## config.mk

```make
export PLATFORM = sky130hd
export DESIGN_NAME = data_bus_responder
export DESIGN_NICKNAME = d
export VERILOG_FILES = /design/src/rtl/srv1_bus_pkg.sv /design/src/rtl/bus_timeout_ctr.sv /design/src/rtl/data_bus_responder.sv
export SDC_FILE = /design/constraint.sdc
export NUM_CORES = 1
export LEC_CHECK = 0
export ABC_AREA = 1
export BUFFER_PORTS_ARGS = -buffer_cell sky130_fd_sc_hd__buf_2
export CAP_MARGIN = 20
export CELL_PAD_IN_SITES_DETAIL_PLACEMENT = 1
export CELL_PAD_IN_SITES_GLOBAL_PLACEMENT = 1
export CORE_ASPECT_RATIO = 2
export CORE_UTILIZATION = 33
export DETAILED_ROUTE_END_ITERATION = 8
export PLACE_DENSITY = 0.76
export SLEW_MARGIN = 10
export SYNTH_ARGS = -nofsm -noshare
export SYNTH_HDL_FRONTEND = slang
export SYNTH_SLANG_ARGS = --single-unit
```

## constraint.sdc

```tcl
create_clock -name clk -period 3.45 [get_ports clk]
set_input_delay 0.345 -clock clk [delete_from_list [all_inputs] [get_ports clk]]
set_output_delay 0.345 -clock clk [all_outputs]
set_load 0.01 [all_outputs]
```

## src/rtl/srv1_bus_pkg.sv

```systemverilog
// Shared types and constants for the core data-bus responder.
package srv1_bus_pkg;

  // Responder FSM states.
  typedef enum logic [1:0] {
    IDLE = 2'd0,
    REQ  = 2'd1,
    WAIT = 2'd2,
    DONE = 2'd3
  } bus_state_t;

  // Encoding of core_mode.
  localparam logic MODE_READ  = 1'b0;
  localparam logic MODE_WRITE = 1'b1;

  // Timeout error counter width and its saturation value.
  localparam int ERR_CNT_W = 8;
  localparam logic [ERR_CNT_W-1:0] ERR_CNT_MAX = '1;

  // Width of the response timeout counter.
  localparam int TMO_CTR_W = 16;

  // Increment that sticks at the maximum instead of wrapping.
  function automatic logic [ERR_CNT_W-1:0] sat_inc(input logic [ERR_CNT_W-1:0] v);
    if (v == ERR_CNT_MAX) begin
      return v;
    end
    return v + ERR_CNT_W'(1);
  endfunction

endpackage

```

## src/rtl/bus_timeout_ctr.sv

```systemverilog
// Response timeout counter: counts enabled cycles since the last clear and
// flags the cycle that is the TIMEOUT_CYCLES-th enabled cycle.
module bus_timeout_ctr
  import srv1_bus_pkg::*;
#(
  parameter int unsigned TIMEOUT_CYCLES = 255
) (
  input  logic i_clk,
  input  logic i_rst,
  input  logic i_clr,
  input  logic i_en,
  output logic o_tc
);

  localparam int W = TMO_CTR_W;
  localparam logic [W:0] TC_VAL = (W+1)'(TIMEOUT_CYCLES);

  logic [W-1:0] r_count;
  logic [W:0]   w_count_plus1;

  // r_count holds the number of enabled cycles already completed, so the
  // current enabled cycle is number r_count + 1.
  assign w_count_plus1 = {1'b0, r_count} + {{W{1'b0}}, 1'b1};
  assign o_tc          = i_en && (w_count_plus1 == TC_VAL);

  // Count enabled cycles; clear dominates, and the count sticks at all-ones.
  always_ff @(posedge i_clk or posedge i_rst) begin
    if (i_rst) begin
      r_count <= '0;
    end else if (i_clr) begin
      r_count <= '0;
    end else if (i_en && (r_count != '1)) begin
      r_count <= w_count_plus1[W-1:0];
    end
  end

endmodule

```

## src/rtl/data_bus_responder.sv

```systemverilog
// Bridges the core's single-cycle data-memory port to a valid/ready external
// bus. Each access stalls the core (core_clk_en low) until the external
// response arrives or the response timeout expires.
//
// Handshake: a request transfers on a cycle where ext_req_valid and
// ext_req_ready are both high; while valid is high and ready is low the
// request fields stay stable and valid is not withdrawn. ext_rsp_valid is a
// single-cycle strobe with no back-pressure, only honoured in WAIT.
module data_bus_responder
  import srv1_bus_pkg::*;
#(
  parameter int unsigned TIMEOUT_CYCLES = 255,
  parameter logic [31:0] ERR_RDATA      = 32'hFFFF_FFFF
) (
  input  logic        clk,
  input  logic        async_rst,
  input  logic [29:0] core_address,
  input  logic [3:0]  core_mask,
  input  logic        core_mode,
  input  logic        core_lock,
  input  logic [31:0] core_wdata,
  output logic [31:0] core_rdata,
  output logic        core_clk_en,
  output logic        ext_req_valid,
  input  logic        ext_req_ready,
  output logic [29:0] ext_addr,
  output logic [3:0]  ext_mask,
  output logic        ext_we,
  output logic [31:0] ext_wdata,
  output logic        ext_lock,
  input  logic        ext_rsp_valid,
  input  logic [31:0] ext_rsp_data,
  output logic        err_pulse,
  output logic [7:0]  err_count,
  output bus_state_t  o_dbg_state
);

  bus_state_t r_state;
  bus_state_t w_next_state;

  logic [29:0] r_addr;
  logic [3:0]  r_mask;
  logic        r_we;
  logic [31:0] r_wdata;
  logic [31:0] r_rdata;
  logic        r_lock;
  logic        r_err_pulse;
  logic [ERR_CNT_W-1:0] r_err_count;

  logic w_clk_en;
  logic w_latch;
  logic w_rsp_ok;
  logic w_timeout;
  logic w_tmo_clr;
  logic w_tmo_en;
  logic w_tmo_tc;

  // The timer only runs in WAIT and restarts from zero on every entry.
  assign w_tmo_en  = (r_state == WAIT);
  assign w_tmo_clr = (r_state != WAIT);

  bus_timeout_ctr #(
    .TIMEOUT_CYCLES(TIMEOUT_CYCLES)
  ) u_timeout (
    .i_clk (clk),
    .i_rst (async_rst),
    .i_clr (w_tmo_clr),
    .i_en  (w_tmo_en),
    .o_tc  (w_tmo_tc)
  );

  // State register.
  always_ff @(posedge clk or posedge async_rst) begin
    if (async_rst) begin
      r_state <= IDLE;
    end else begin
      r_state <= w_next_state;
    end
  end

  // Next-state logic and per-state strobes. The core is released only in
  // DONE, and in IDLE while no access is presented; the access still shown
  // by the core during DONE is deliberately not relaunched.
  always_comb begin
    w_next_state = r_state;
    w_clk_en     = 1'b0;
    w_latch      = 1'b0;
    w_rsp_ok     = 1'b0;
    w_timeout    = 1'b0;
    case (r_state)
      IDLE: begin
        if (core_mask != 4'b0000) begin
          w_latch      = 1'b1;
          w_next_state = REQ;
        end else begin
          w_clk_en = 1'b1;
        end
      end
      REQ: begin
        if (ext_req_ready) begin
          w_next_state = WAIT;
        end
      end
      WAIT: begin
        // A response in the expiry cycle wins over the timeout.
        if (ext_rsp_valid) begin
          w_rsp_ok     = 1'b1;
          w_next_state = DONE;
        end else if (w_tmo_tc) begin
          w_timeout    = 1'b1;
          w_next_state = DONE;
        end
      end
      DONE: begin
        w_clk_en     = 1'b1;
        w_next_state = IDLE;
      end
      default: begin
        w_next_state = IDLE;
      end
    endcase
  end

  // Capture the core's access fields at detection; held until the next one.
  always_ff @(posedge clk or posedge async_rst) begin
    if (async_rst) begin
      r_addr  <= '0;
      r_mask  <= '0;
      r_we    <= MODE_READ;
      r_wdata <= '0;
    end else if (w_latch) begin
      r_addr  <= core_address;
      r_mask  <= core_mask;
      r_we    <= core_mode;
      r_wdata <= core_wdata;
    end
  end

  // Read data to the core: updated only when a read completes.
  always_ff @(posedge clk or posedge async_rst) begin
    if (async_rst) begin
      r_rdata <= '0;
    end else if (r_we == MODE_READ) begin
      if (w_rsp_ok) begin
        r_rdata <= ext_rsp_data;
      end else if (w_timeout) begin
        r_rdata <= ERR_RDATA;
      end
    end
  end

  // Timeout reporting: one-cycle pulse (seen in DONE) and saturating count.
  always_ff @(posedge clk or posedge async_rst) begin
    if (async_rst) begin
      r_err_pulse <= 1'b0;
      r_err_count <= '0;
    end else begin
      r_err_pulse <= w_timeout;
      if (w_timeout) begin
        r_err_count <= sat_inc(r_err_count);
      end
    end
  end

  // Bus lock: set whenever the core asks, released only from IDLE so an
  // access in flight never loses its lock.
  always_ff @(posedge clk or posedge async_rst) begin
    if (async_rst) begin
      r_lock <= 1'b0;
    end else if (core_lock) begin
      r_lock <= 1'b1;
    end else if (r_state == IDLE) begin
      r_lock <= 1'b0;
    end
  end

  assign core_clk_en   = w_clk_en;
  assign core_rdata    = r_rdata;
  assign ext_req_valid = (r_state == REQ);
  assign ext_addr      = r_addr;
  assign ext_mask      = r_mask;
  assign ext_we        = r_we;
  assign ext_wdata     = r_wdata;
  assign ext_lock      = r_lock;
  assign err_pulse     = r_err_pulse;
  assign err_count     = r_err_count;
  assign o_dbg_state   = r_state;

endmodule

```

==> summary.md, run 1 <==
| Metric | Value |
|---|---|
| Outcome | `complete, no violations` |
| Antenna violations before repair | `0` |
| Grt total ovfl | `0` |
| Post-synth ARST share | `1.00` |
| Worst-margin pin slew | `628 ps` |
| Total Wirelength | `17900 um` |
| RSZ-0062 raised after global routing | `false` |
| IO Count | `217` |
| Buffer and inverter count on the worst path | `2` |
| Synth Cell Area | `0.00591 mm2` |
| Syn avg cell area | `9.86 um2` |
| CP Capture Type | `flop` |
| Cells after synthesis | `599` |
| Setup-failing EPs final | `0` |
| # port buffers | `216` |
| Finished Layout Cells | `1042` |
| Pwr/cell area | `877 mW/mm2` |
| Final Cycle Share | `0.736` |
| Area delta synth->final | `32.6%` |
| Die width | `96.6 um` |
| Antenna fix cells | `0` |
| Gr usage total | `0.200` |
| Hold_buf cts | `1` |
| Fin nets | `930` |
| Slowest library cell on the worst path | `nand2_2` |
| Post-cts sizing count | `0` |
| Syn. warnings | `0` |
| TritonCTS Sinks | `127` |
| Worst Slack Setup Final | `912 ps` |
| First-pass GRT wire length | `28600 um` |
| RR Startpoint | `o_dbg_state[0]` |
| Total CTS buffers | `17` |
| Crit path launch type | `flop` |
| Synth cell types | `30` |
| Max clock buf depth | `2` |
| Starting DRT DRC Count | `147` |
| Syn Nets | `710` |
| Clock slew at reported path FFs | `60 ps` |
| Seq/Total Area, Yosys | `0.538` |
| Core Util, Final | `0.451` |
| Routed len/inst | `17.2 um` |
| Final ANT Viol Nets | `0` |
| Die area | `0.0185 mm2` |
| Filler Cells Inserted | `2062` |
| Worst setup path start | `o_dbg_state[0]` |
| Cell count after placement | `1008` |
| Crit Path Class | `flop to flop` |
| Post-synthesis register bit count | `127` |
| Vias in the first global route | `5619` |
| Clk Latency, worst-skew pair | `430 ps` |
| Die Ht | `191 um` |
| Post-CTS Setup Bufs | `0` |
| Top_reg_cell synth | `dfrtp_1` |
| Fmax | `394 MHz` |
| Minimum clock period | `2540 ps` |
| Gpl congestion | `0.802` |
| Max Slew Vio Count | `0` |
| CTS tree | `done` |
| Via-to-Cell Ratio | `4.93` |
| Class of the worst hold path | `input port to flop` |
| Max_cap viols | `0` |
| WP data required | `3810 ps` |
| Leak | `3.91 nW` |
| Post-DP HPWL | `13500 um` |
| Total negative setup slack | `0 ps` |
| Crit-path cells | `inv_1 -> ha_1 -> inv_1 -> nor2_1 -> nand3_1 -> nor2_1 -> nand3_1 -> nor2_2 -> nand3_1 -> nand2_2 -> nand3_1 -> nand2_1` |
| Slew Limit Headroom | `0.580` |
| CP dominant cell by count | `nand3_1` |
| Largest area contributor in the netlist | `dfrtp_1` |
| Clock skew after layout | `8.59 ps` |
| CTS Root Cell | `clkbuf_16` |
| CP Data Arrival Time | `2890 ps` |
| Post-synth EDFFs | `0` |
| Ratio of cells with drive above 1 in the final layout | `0.444` |
| Post-synth top area share | `0.538` |
| Via count | `5133` |
| Max FO, Critical Path | `32` |
| Slowest stage delay, CP | `470 ps` |
| Largest net degree at the start of global routing | `103` |
| Ranking of synthesized cells by area | `dfrtp_1, mux2_2, nand3_1` |
| H-tree level count | `4` |
| CP delay by family, top | `simple AND/OR/NAND/NOR gates` |
| Final Hold Vio Count | `0` |
| Worst min-delay path startpoint | `core_lock` |
| Core region area | `0.0174 mm2` |
| Maximum vdd drop | `0.000411 V` |
| DRC violations left | `0` |
| Pre-antenna DRT Iters | `4` |
| FP Rows | `68` |
| Placement Setup Slack | `897 ps` |
| Starting density of the core | `0.340` |
layer usage:
metal | routed length (um) | track usage
met5 | 0 | 0
met4 | 666 | 0.0936
met3 | 689 | 0.0483
met2 | 10600 | 0.389
met1 | 5940 | 0.194
power breakdown:
part / switching (mW) / total (mW) / internal [mW] / leakage (nW)
Combinational: 1.39 / 2.60 / 1.21 / 2.07
Clock: 0.723 / 1.82 / 1.10 / 0.287
Sequential: 0.333 / 2.45 / 2.12 / 1.55
cell families after synthesis:
logic type      count (synthesis)  share of synthesized area
simple gates                  304                      0.243
flops                         127                      0.538
buf+inv                        66                     0.0502
mux                            62                      0.118
compound gates                 27                     0.0267
fa+ha+maj                       7                     0.0148
xor+xnor                        6                    0.00889
placed cells by master (no fill, tap or decap), types with 10 or more instances in the layout:
cell type	Yosys	routed
or2_2	33	33
buf_2	3	216
mux2_2	62	62
nor2_1	31	31
clkbuf_16	0	17
o21ai_0	16	16
nand3_1	94	94
dfrtp_1	127	127
nand2_1	112	111
nand4_1	10	10
inv_1	41	40
through the flow:
stage          instance area [um2]  power (mW)  hold slack, ps
3_3_place_gp                  7200        4.97             445
3_5_place_dp                  7200        5.08             449
5_1_grt                       7830        7.29            84.6
2_1_floorplan                 5910        3.97             423
4_1_cts                       7800        6.94            82.1
6_report                      7830        6.87            96.7
registers in the layout, indices dropped and copies added (netlist names):
name / count
ext_we: 1
core_rdata: 32
err_count: 8
ext_mask: 4
u_timeout.r_count: 16
err_pulse: 1
o_dbg_state: 2
ext_wdata: 32
ext_lock: 1
ext_addr: 30
cell usage after synthesis, types with 3 or more instances:
cell,count
nor2_2,6
buf_2,3
mux2_2,62
inv_1,41
dfrtp_1,127
a31oi_1,4
buf_1,5
nor3_1,7
buf_6,6
nand3b_1,3
clkbuf_1,10
nand2_2,5
or2_2,33
o21ai_0,16
nand3_1,94
nand4_1,10
xor2_1,6
nor2_1,31
ha_1,7
nand2_1,112
final timing paths:
check / slack (ps) / depth (start not counted) / end
worst max-delay path: 910 / 12 / core_rdata[17]
max in group asynchronous: 1970 / 4 / ext_wdata[7]
worst min-delay path: 100 / 2 / ext_lock
worst min register to register: 480 / 1 / ext_lock
worst max register to register: 910 / 12 / core_rdata[17]
min in group asynchronous: 540 / 3 / core_rdata[8]
final cells by class:
type | count | area (um2) | area share
clock buffers | 18 | 439 | 0.0561
repair buffers | 225 | 1200 | 0.153
clock inverters | 14 | 159 | 0.0203
flip-flops and latches | 127 | 3180 | 0.406
well taps | 210 | 263 | 0.0335
inverters | 42 | 161 | 0.0206
multi-input cells | 406 | 2440 | 0.311
Note: power is estimated with default switching activity, not from simulation.
==> run 2, diff against run 1 <==
==> constraint.sdc (replaced) <==
create_clock -name clk -period 2.32 [get_ports clk]
set_input_delay 0.232 -clock clk [delete_from_list [all_inputs] [get_ports clk]]
set_output_delay 0.232 -clock clk [all_outputs]
set_load 0.01 [all_outputs]
==> run 2 against run 1 <==
Combinational power grew 50%; global-route usage grew 0.63 points; setup slack lost 770 ps; via count grew 1.6%; clock skew decreased by 1.7 ps; wire length rose by 5.2%; critical path depth unchanged; largest power group unchanged; design area increased by 3.3%; sequential share of layout area is 1.3 points lower; utilization increased by 1.5 points; non-clock buffer count is 11 higher.
==> summary.md, run 2 (synthesis gave the netlist of run 1 again) <==
| Metric | Value |
|---|---|
| Max clock buf depth | `2 (unchanged)` |
| Worst Slack Setup Final | `140 ps (-772 ps)` |
| Die area | `0.0185 mm2 (unchanged)` |
| Core region area | `0.0174 mm2 (unchanged)` |
| Total Wirelength | `18900 um (+5.2%)` |
| Pre-antenna DRT Iters | `4 (unchanged)` |
| H-tree level count | `4 (unchanged)` |
| Setup-failing EPs final | `0 (unchanged)` |
| Critical Path Sink | `err_count[6]` |
| Slowest library cell on the worst path | `dfrtp_1` |
| Max FO, Critical Path | `6 (-81%)` |
| Fmax | `459 MHz (+16%)` |
| Worst-margin pin slew | `829 ps (+201 ps)` |
| Vias in the first global route | `5753 (+2.4%)` |
| Placement Setup Slack | `115 ps (-782 ps)` |
| Pwr/cell area | `1310 mW/mm2 (+50%)` |
| Commonest non-fill, non-tap cell in the layout | `buf_2` |
| Slowest stage delay, CP | `380 ps (-90 ps)` |
| Final Cell Area | `0.00809 mm2 (+3.3%)` |
| Fin nets | `941 (+1.2%)` |
| Leak | `4.02 nW (+2.7%)` |
| Die width | `96.6 um (unchanged)` |
| Core Util, Final | `0.466 (+0.0151)` |
| Starting DRT DRC Count | `179 (+22%)` |
| Routed len/inst | `17.9 um (+4.1%)` |
| Largest net degree at the start of global routing | `69 (-33%)` |
| # port buffers | `216 (unchanged)` |
| Worst setup path start | `u_timeout.r_count[1]` |
| WP data required | `2630 ps (-1180 ps)` |
| Worst R2R Path Depth | `12 (unchanged)` |
| R2r endpoint | `err_count[6]` |
| Final Cycle Share | `0.939 (+0.204)` |
| Post-DP HPWL | `13700 um (+1.2%)` |
| Crit Path Class | `flop to flop` |
| Final Hold Vio Count | `0 (unchanged)` |
| Buffer and inverter count on the worst path | `3 (+1)` |
| Starting density of the core | `0.340 (unchanged)` |
| Clock slew at reported path FFs | `60 ps (about the same)` |
| Slew Limit Headroom | `0.446 (-0.134)` |
| RR Startpoint | `u_timeout.r_count[1]` |
| DRC violations left | `0 (unchanged)` |
| CP delay by family, top | `simple AND/OR/NAND/NOR gates` |
| Minimum clock period | `2180 ps (-358 ps)` |
| Via count | `5213 (+1.6%)` |
| Maximum vdd drop | `0.000798 V (+94%)` |
| Stages on worst setup path | `12 (unchanged)` |
| CP Data Arrival Time | `2490 ps (-400 ps)` |
| CP dominant cell by count | `nand2_1` |
| CTS tree | `done` |
| Clk Latency, worst-skew pair | `420 ps (about the same)` |
| Gpl congestion | `0.844 (+5.2%)` |
| Most frequent cells in the layout | `buf_2, dfrtp_1, nand2_1` |
| Gr usage total | `0.206 (+0.00627)` |
| Max_cap viols | `0 (unchanged)` |
| Antenna violations before repair | `0 (unchanged)` |
| Die Ht | `191 um (unchanged)` |
| Max Slew Vio Count | `0 (unchanged)` |
| IO Count | `217 (unchanged)` |
| Crit-path cells | `buf_4 -> ha_4 -> nand2_1 -> inv_1 -> or2_2 -> nor3_1 -> nand3_1 -> nor3_2 -> nand4_1 -> buf_4 -> nand2_1 -> nand2_1` |
| Crit path launch type | `flop` |
| Via-to-Cell Ratio | `4.95 (+0.50%)` |
| First-pass GRT wire length | `29700 um (+3.9%)` |
| Worst R2R Setup Slack | `140 ps (-770 ps)` |
| CP Capture Type | `flop` |
| Tot Pwr | `10.6 mW (+55%)` |
| Final ANT Viol Nets | `0 (unchanged)` |
| Total CTS buffers | `17 (unchanged)` |
| Outcome | `complete, no violations` |
| Antenna fix cells | `0 (unchanged)` |
| Ratio of cells with drive above 1 in the final layout | `0.460 (+0.0168)` |
| Clock skew after layout | `6.88 ps (-1.71 ps)` |
| Area delta synth->final | `37.0%` |
| CTS Root Cell | `clkbuf_16` |
| TritonCTS Sinks | `127 (unchanged)` |
| Grt total ovfl | `0 (unchanged)` |
| FP Rows | `68 (unchanged)` |
| Placed Area | `0.00730 mm2 (+1.4%)` |
| Class of the worst hold path | `input port to flop` |
[run 2: cell types whose count changed in the layout (fill, tap and decap cells not counted), sizes merged]
| cell | delta |
|---|---|
| buf | +9 |
| bufinv | +3 |
| clkbuf | +4 |
| clkinv | -3 |
| clkinvlp | -1 |
| dlygate4sd3 | +1 |
| inv | -2 |
[run 2: metal layers]
metal  track usage  vias to the layer above  wire (um)
met1         0.199                     2560       6350
li1              -                     2455          -
met4         0.113                        0        840
met5             0                        -          0
met3        0.0461                       48        713
met2         0.398                      150      11000
[run 2: worst min path at each step]
stage | from | end | slack (ps) | cells past startpoint
final | core_wdata[0] | ext_wdata[0] | 40 | 2
after global routing | core_wdata[24] | ext_wdata[24] | 20 | 2
after CTS | core_address[5] | ext_addr[5] | 20 | 2
after detailed placement | core_lock | ext_lock | 410 | 2
after global placement | core_lock | ext_lock | 410 | 2
after floorplan | ext_rsp_valid | err_pulse | 310 | 1
[run 2: report_power, final]
part           switching (mW)  leakage, nW  internal [mW]  total [mW]
clock                    1.04        0.327           2.03        3.07
sequential              0.486         1.55           3.16        3.64
combinational            2.10         2.14           1.82        3.91
[run 2: final cells by class]
class                   count  area (um2)
well taps                 210         263
clock buffers              21         480
inverters                  42         161
fillers                  2067        9260
flip-flops and latches    127        3180
repair buffers            236        1330
multi-input cells         406        2480
clock inverters            11         200
[run 2: stage by stage]
stage	cells	TNS, ps	hold slack [ps]
6_report	1053	0	36.8
3_3_place_gp	1015	0	411
4_1_cts	1049	0	18.0
5_1_grt	1053	-159	24.4
2_1_floorplan	599	0	310
3_5_place_dp	1015	0	413
[run 2: worst reg2reg max path: cells and delay by family (launching register included)]
family | cells | cell delay (ps)
adders and majority gates | 1 | 170
buffers and inverters | 3 | 370
DFF | 1 | 380
and+or+nand+nor | 8 | 1160
[run 2: repair_timing]
| item | 4_1_cts | 5_1_grt |
|---|---|---|
| gates resized for setup | 0 | 12 |
| hold endpoints to repair | 28 | 0 |
| endpoints found under the setup margin | 0 | 40 |
| hold buffers | 2 | 0 |
| setup buffers | 0 | 3 |
==> run 3, diff against run 2 <==
--- a/config.mk
+++ b/config.mk
@@ -11,9 +11,10 @@
 export CELL_PAD_IN_SITES_DETAIL_PLACEMENT = 1
 export CELL_PAD_IN_SITES_GLOBAL_PLACEMENT = 1
 export CORE_ASPECT_RATIO = 2
-export CORE_UTILIZATION = 33
+export CORE_UTILIZATION = 34
+export CTS_BUF_LIST = sky130_fd_sc_hd__clkbuf_2 sky130_fd_sc_hd__clkbuf_4 sky130_fd_sc_hd__clkbuf_8
 export DETAILED_ROUTE_END_ITERATION = 8
-export PLACE_DENSITY = 0.76
+export PLACE_DENSITY = 0.78
 export SLEW_MARGIN = 10
 export SYNTH_ARGS = -nofsm -noshare
 export SYNTH_HDL_FRONTEND = slang
==> run 3 against run 2 <==
Register-to-register slack better by 50 ps; flip-flop and latch count is the same; sequential share of layout area down 0.73 points; clock-buffer cell count down 1; power down 6.8%; non-clock buffer count grew 38; hold slack got worse by 23 ps.
==> summary.md, run 3 (synthesis gave the netlist of run 1 again) <==
| Metric | Value |
|---|---|
| Area delta synth->final | `39.5%` |
| Crit Path Class | `flop to flop` |
| Multi-input gate area | `0.00253 mm2 (+2.0%)` |
| Minimum clock period | `2130 ps (-46.2 ps)` |
| Core Util, Final | `0.489 (+0.0229)` |
| Fin nets | `979 (+4.0%)` |
| Finished Layout Cells | `1091 (+3.6%)` |
| Routed len/inst | `18.8 um (+5.2%)` |
| WP data required | `2650 ps (+20 ps)` |
| Max Slew Vio Count | `0 (unchanged)` |
| Grt total ovfl | `0 (unchanged)` |
| Final Cell Area | `0.00824 mm2 (+1.9%)` |
| Die width | `95.2 um (-1.5%)` |
| Final Hold Vio Count | `0 (unchanged)` |
| Worst-margin pin slew | `447 ps (-382 ps)` |
| Pre-antenna DRT Iters | `4 (unchanged)` |
| Worst min-delay path startpoint | `core_address[8]` |
| Crit path launch type | `flop` |
| Max_cap viols | `0 (unchanged)` |
| Starting density of the core | `0.351 (+0.0102)` |
| # port buffers | `216 (unchanged)` |
| Placed Area | `0.00734 mm2 (+0.57%)` |
| Clk Latency, worst-skew pair | `460 ps (+40 ps)` |
| Ratio of cells with drive above 1 in the final layout | `0.453 (-0.00737)` |
| Total CTS buffers | `17 (unchanged)` |
| RSZ-0062 raised after global routing | `false` |
| Post-DP HPWL | `14300 um (+4.6%)` |
| TritonCTS Sinks | `127 (unchanged)` |
| DRC violations left | `0 (unchanged)` |
| Pwr/cell area | `1200 mW/mm2 (-8.5%)` |
| CP delay by family, top | `simple AND/OR/NAND/NOR gates` |
| CP Capture Type | `flop` |
| Internal Pwr Total | `6.18 mW (-12%)` |
| CP Data Arrival Time | `2460 ps (-30 ps)` |
| Slew Limit Headroom | `0.701 (+0.255)` |
| Max FO, Critical Path | `32 (+26)` |
| Largest net degree at the start of global routing | `56 (-19%)` |
| Filler Cells Inserted | `1951 (-5.6%)` |
| FP Rows | `67 (-1.5%)` |
| Final ANT Viol Nets | `0 (unchanged)` |
| Net Sw Frac | `0.376 (+0.0357)` |
| Outcome | `complete, no violations` |
| CTS tree | `done` |
| Leak | `4.08 nW (+1.7%)` |
| Die area | `0.0179 mm2 (-2.9%)` |
| Slowest stage delay, CP | `410 ps (+30 ps)` |
| Total negative setup slack | `0 ps (unchanged)` |
| Core region area | `0.0168 mm2 (-2.9%)` |
| H-tree level count | `4 (unchanged)` |
| Via-to-Cell Ratio | `4.99 (+0.79%)` |
| Class of the worst hold path | `input port to flop` |
| Power share of the clock group | `0.210 (-0.079)` |
| Most frequent cells in the layout | `buf_2, dfrtp_1, nand2_1` |
| Vias in the first global route | `5981 (+4.0%)` |
| Buffer and inverter count on the worst path | `2 (-1)` |
| Die Ht | `188 um (-1.5%)` |
| Slowest library cell on the worst path | `dfrtp_1` |
| Maximum vdd drop | `0.000837 V (+4.9%)` |
| Starting DRT DRC Count | `173 (-3.4%)` |
| Final Cycle Share | `0.920 (-0.0199)` |
| Gpl congestion | `0.896 (+6.1%)` |
| Max clock buf depth | `2 (unchanged)` |
| Gr usage total | `0.242 (+0.0355)` |
| Commonest non-fill, non-tap cell in the layout | `buf_2` |
| Total Wirelength | `20600 um (+9.0%)` |
| Clock slew at reported path FFs | `90 ps (+30 ps)` |
| Antenna violations before repair | `3 (+3)` |
| RR Startpoint | `u_timeout.r_count[1]` |
| Fmax | `469 MHz (+2.2%)` |
| First-pass GRT wire length | `32400 um (+9.1%)` |
| Logic pwr share | `0.414 (+0.046)` |
| Via count | `5444 (+4.4%)` |
| IO Count | `217 (unchanged)` |
| Clock skew after layout | `16.5 ps (+9.65 ps)` |
| Seq pwr share | `0.376 (+0.033)` |
| Worst setup path start | `u_timeout.r_count[1]` |
| Cell count after placement | `1018 (+0.30%)` |
| Switching power | `3.73 mW (+3.0%)` |
| Crit-path cells | `buf_6 -> nand2_2 -> nor2_4 -> nand3_1 -> nand2_1 -> nand2_1 -> nor2_2 -> nand3_1 -> nor2_4 -> nand4_2 -> buf_12 -> nand3_1 -> nand2_1` |
| Worst Slack Setup Final | `187 ps (+46.2 ps)` |
| Placement Setup Slack | `60.9 ps (-54.2 ps)` |
| Sequential cell area | `0.00318 mm2 (about the same)` |
| CTS Root Cell | `clkbuf_8` |
| Setup-failing EPs final | `0 (unchanged)` |
## run 3: changes by cell type in the layout (fill, tap and decap cells not counted), sizes merged
cell,change
clkinv,+3
dlygate4sd3,+34
buf,+5
clkbuf,-2
bufinv,-2
diode,+3
## run 3: power groups by stage
stage          combinational [mW]  sequential, mW  clock, mW
2_1_floorplan                1.82            4.08          0
3_3_place_gp                 3.89            3.64          0
3_5_place_dp                 3.99            3.70          0
4_1_cts                      4.06            3.67       2.11
5_1_grt                      4.44            3.84       2.21
6_report                     4.10            3.73       2.08
## run 3: path summary, 6_finish.rpt
| path | slack (ps) | endpoint | depth (start not counted) |
|---|---|---|---|
| max in group asynchronous | 1350 | ext_addr[15] | 4 |
| max reg2reg | 190 | core_rdata[13] | 13 |
| min reg2reg | 490 | core_rdata[6] | 2 |
| max | 190 | core_rdata[13] | 13 |
| min | 10 | ext_addr[8] | 2 |
| min in group asynchronous | 360 | core_rdata[7] | 3 |
## run 3: layer usage
| layer | up-vias | track usage | wire, um |
|---|---|---|---|
| met5 | - | 0 | 0 |
| met4 | 0 | 0.131 | 873 |
| met3 | 52 | 0.0448 | 717 |
| met2 | 153 | 0.468 | 12400 |
| met1 | 2706 | 0.225 | 6590 |
| li1 | 2533 | - | - |
## run 3: stage by stage
| stage | total power, mW | hold WS, ps |
|---|---|---|
| 2_1_floorplan | 5.90 | 310 |
| 3_3_place_gp | 7.53 | 269 |
| 3_5_place_dp | 7.69 | 267 |
| 4_1_cts | 9.83 | 0.206 |
| 5_1_grt | 10.5 | 4.43 |
| 6_report | 9.91 | 14.0 |
## run 3: final cells by class
class                      instances  area share
tap                              207      0.0314
multi-input combinational        406       0.307
inverter                          42      0.0196
clock inverter                    12      0.0193
clock buffer                      20      0.0319
timing repair buffer             274       0.204
sequential                       127       0.385
antenna                            3    0.000911
## run 3: repair_timing
action,4_1_cts,5_1_grt
setup buffers,0,2
hold buffers,36,0
gates resized for setup,0,25
setup endpoints to repair,0,43
endpoints found under the hold margin,48,0
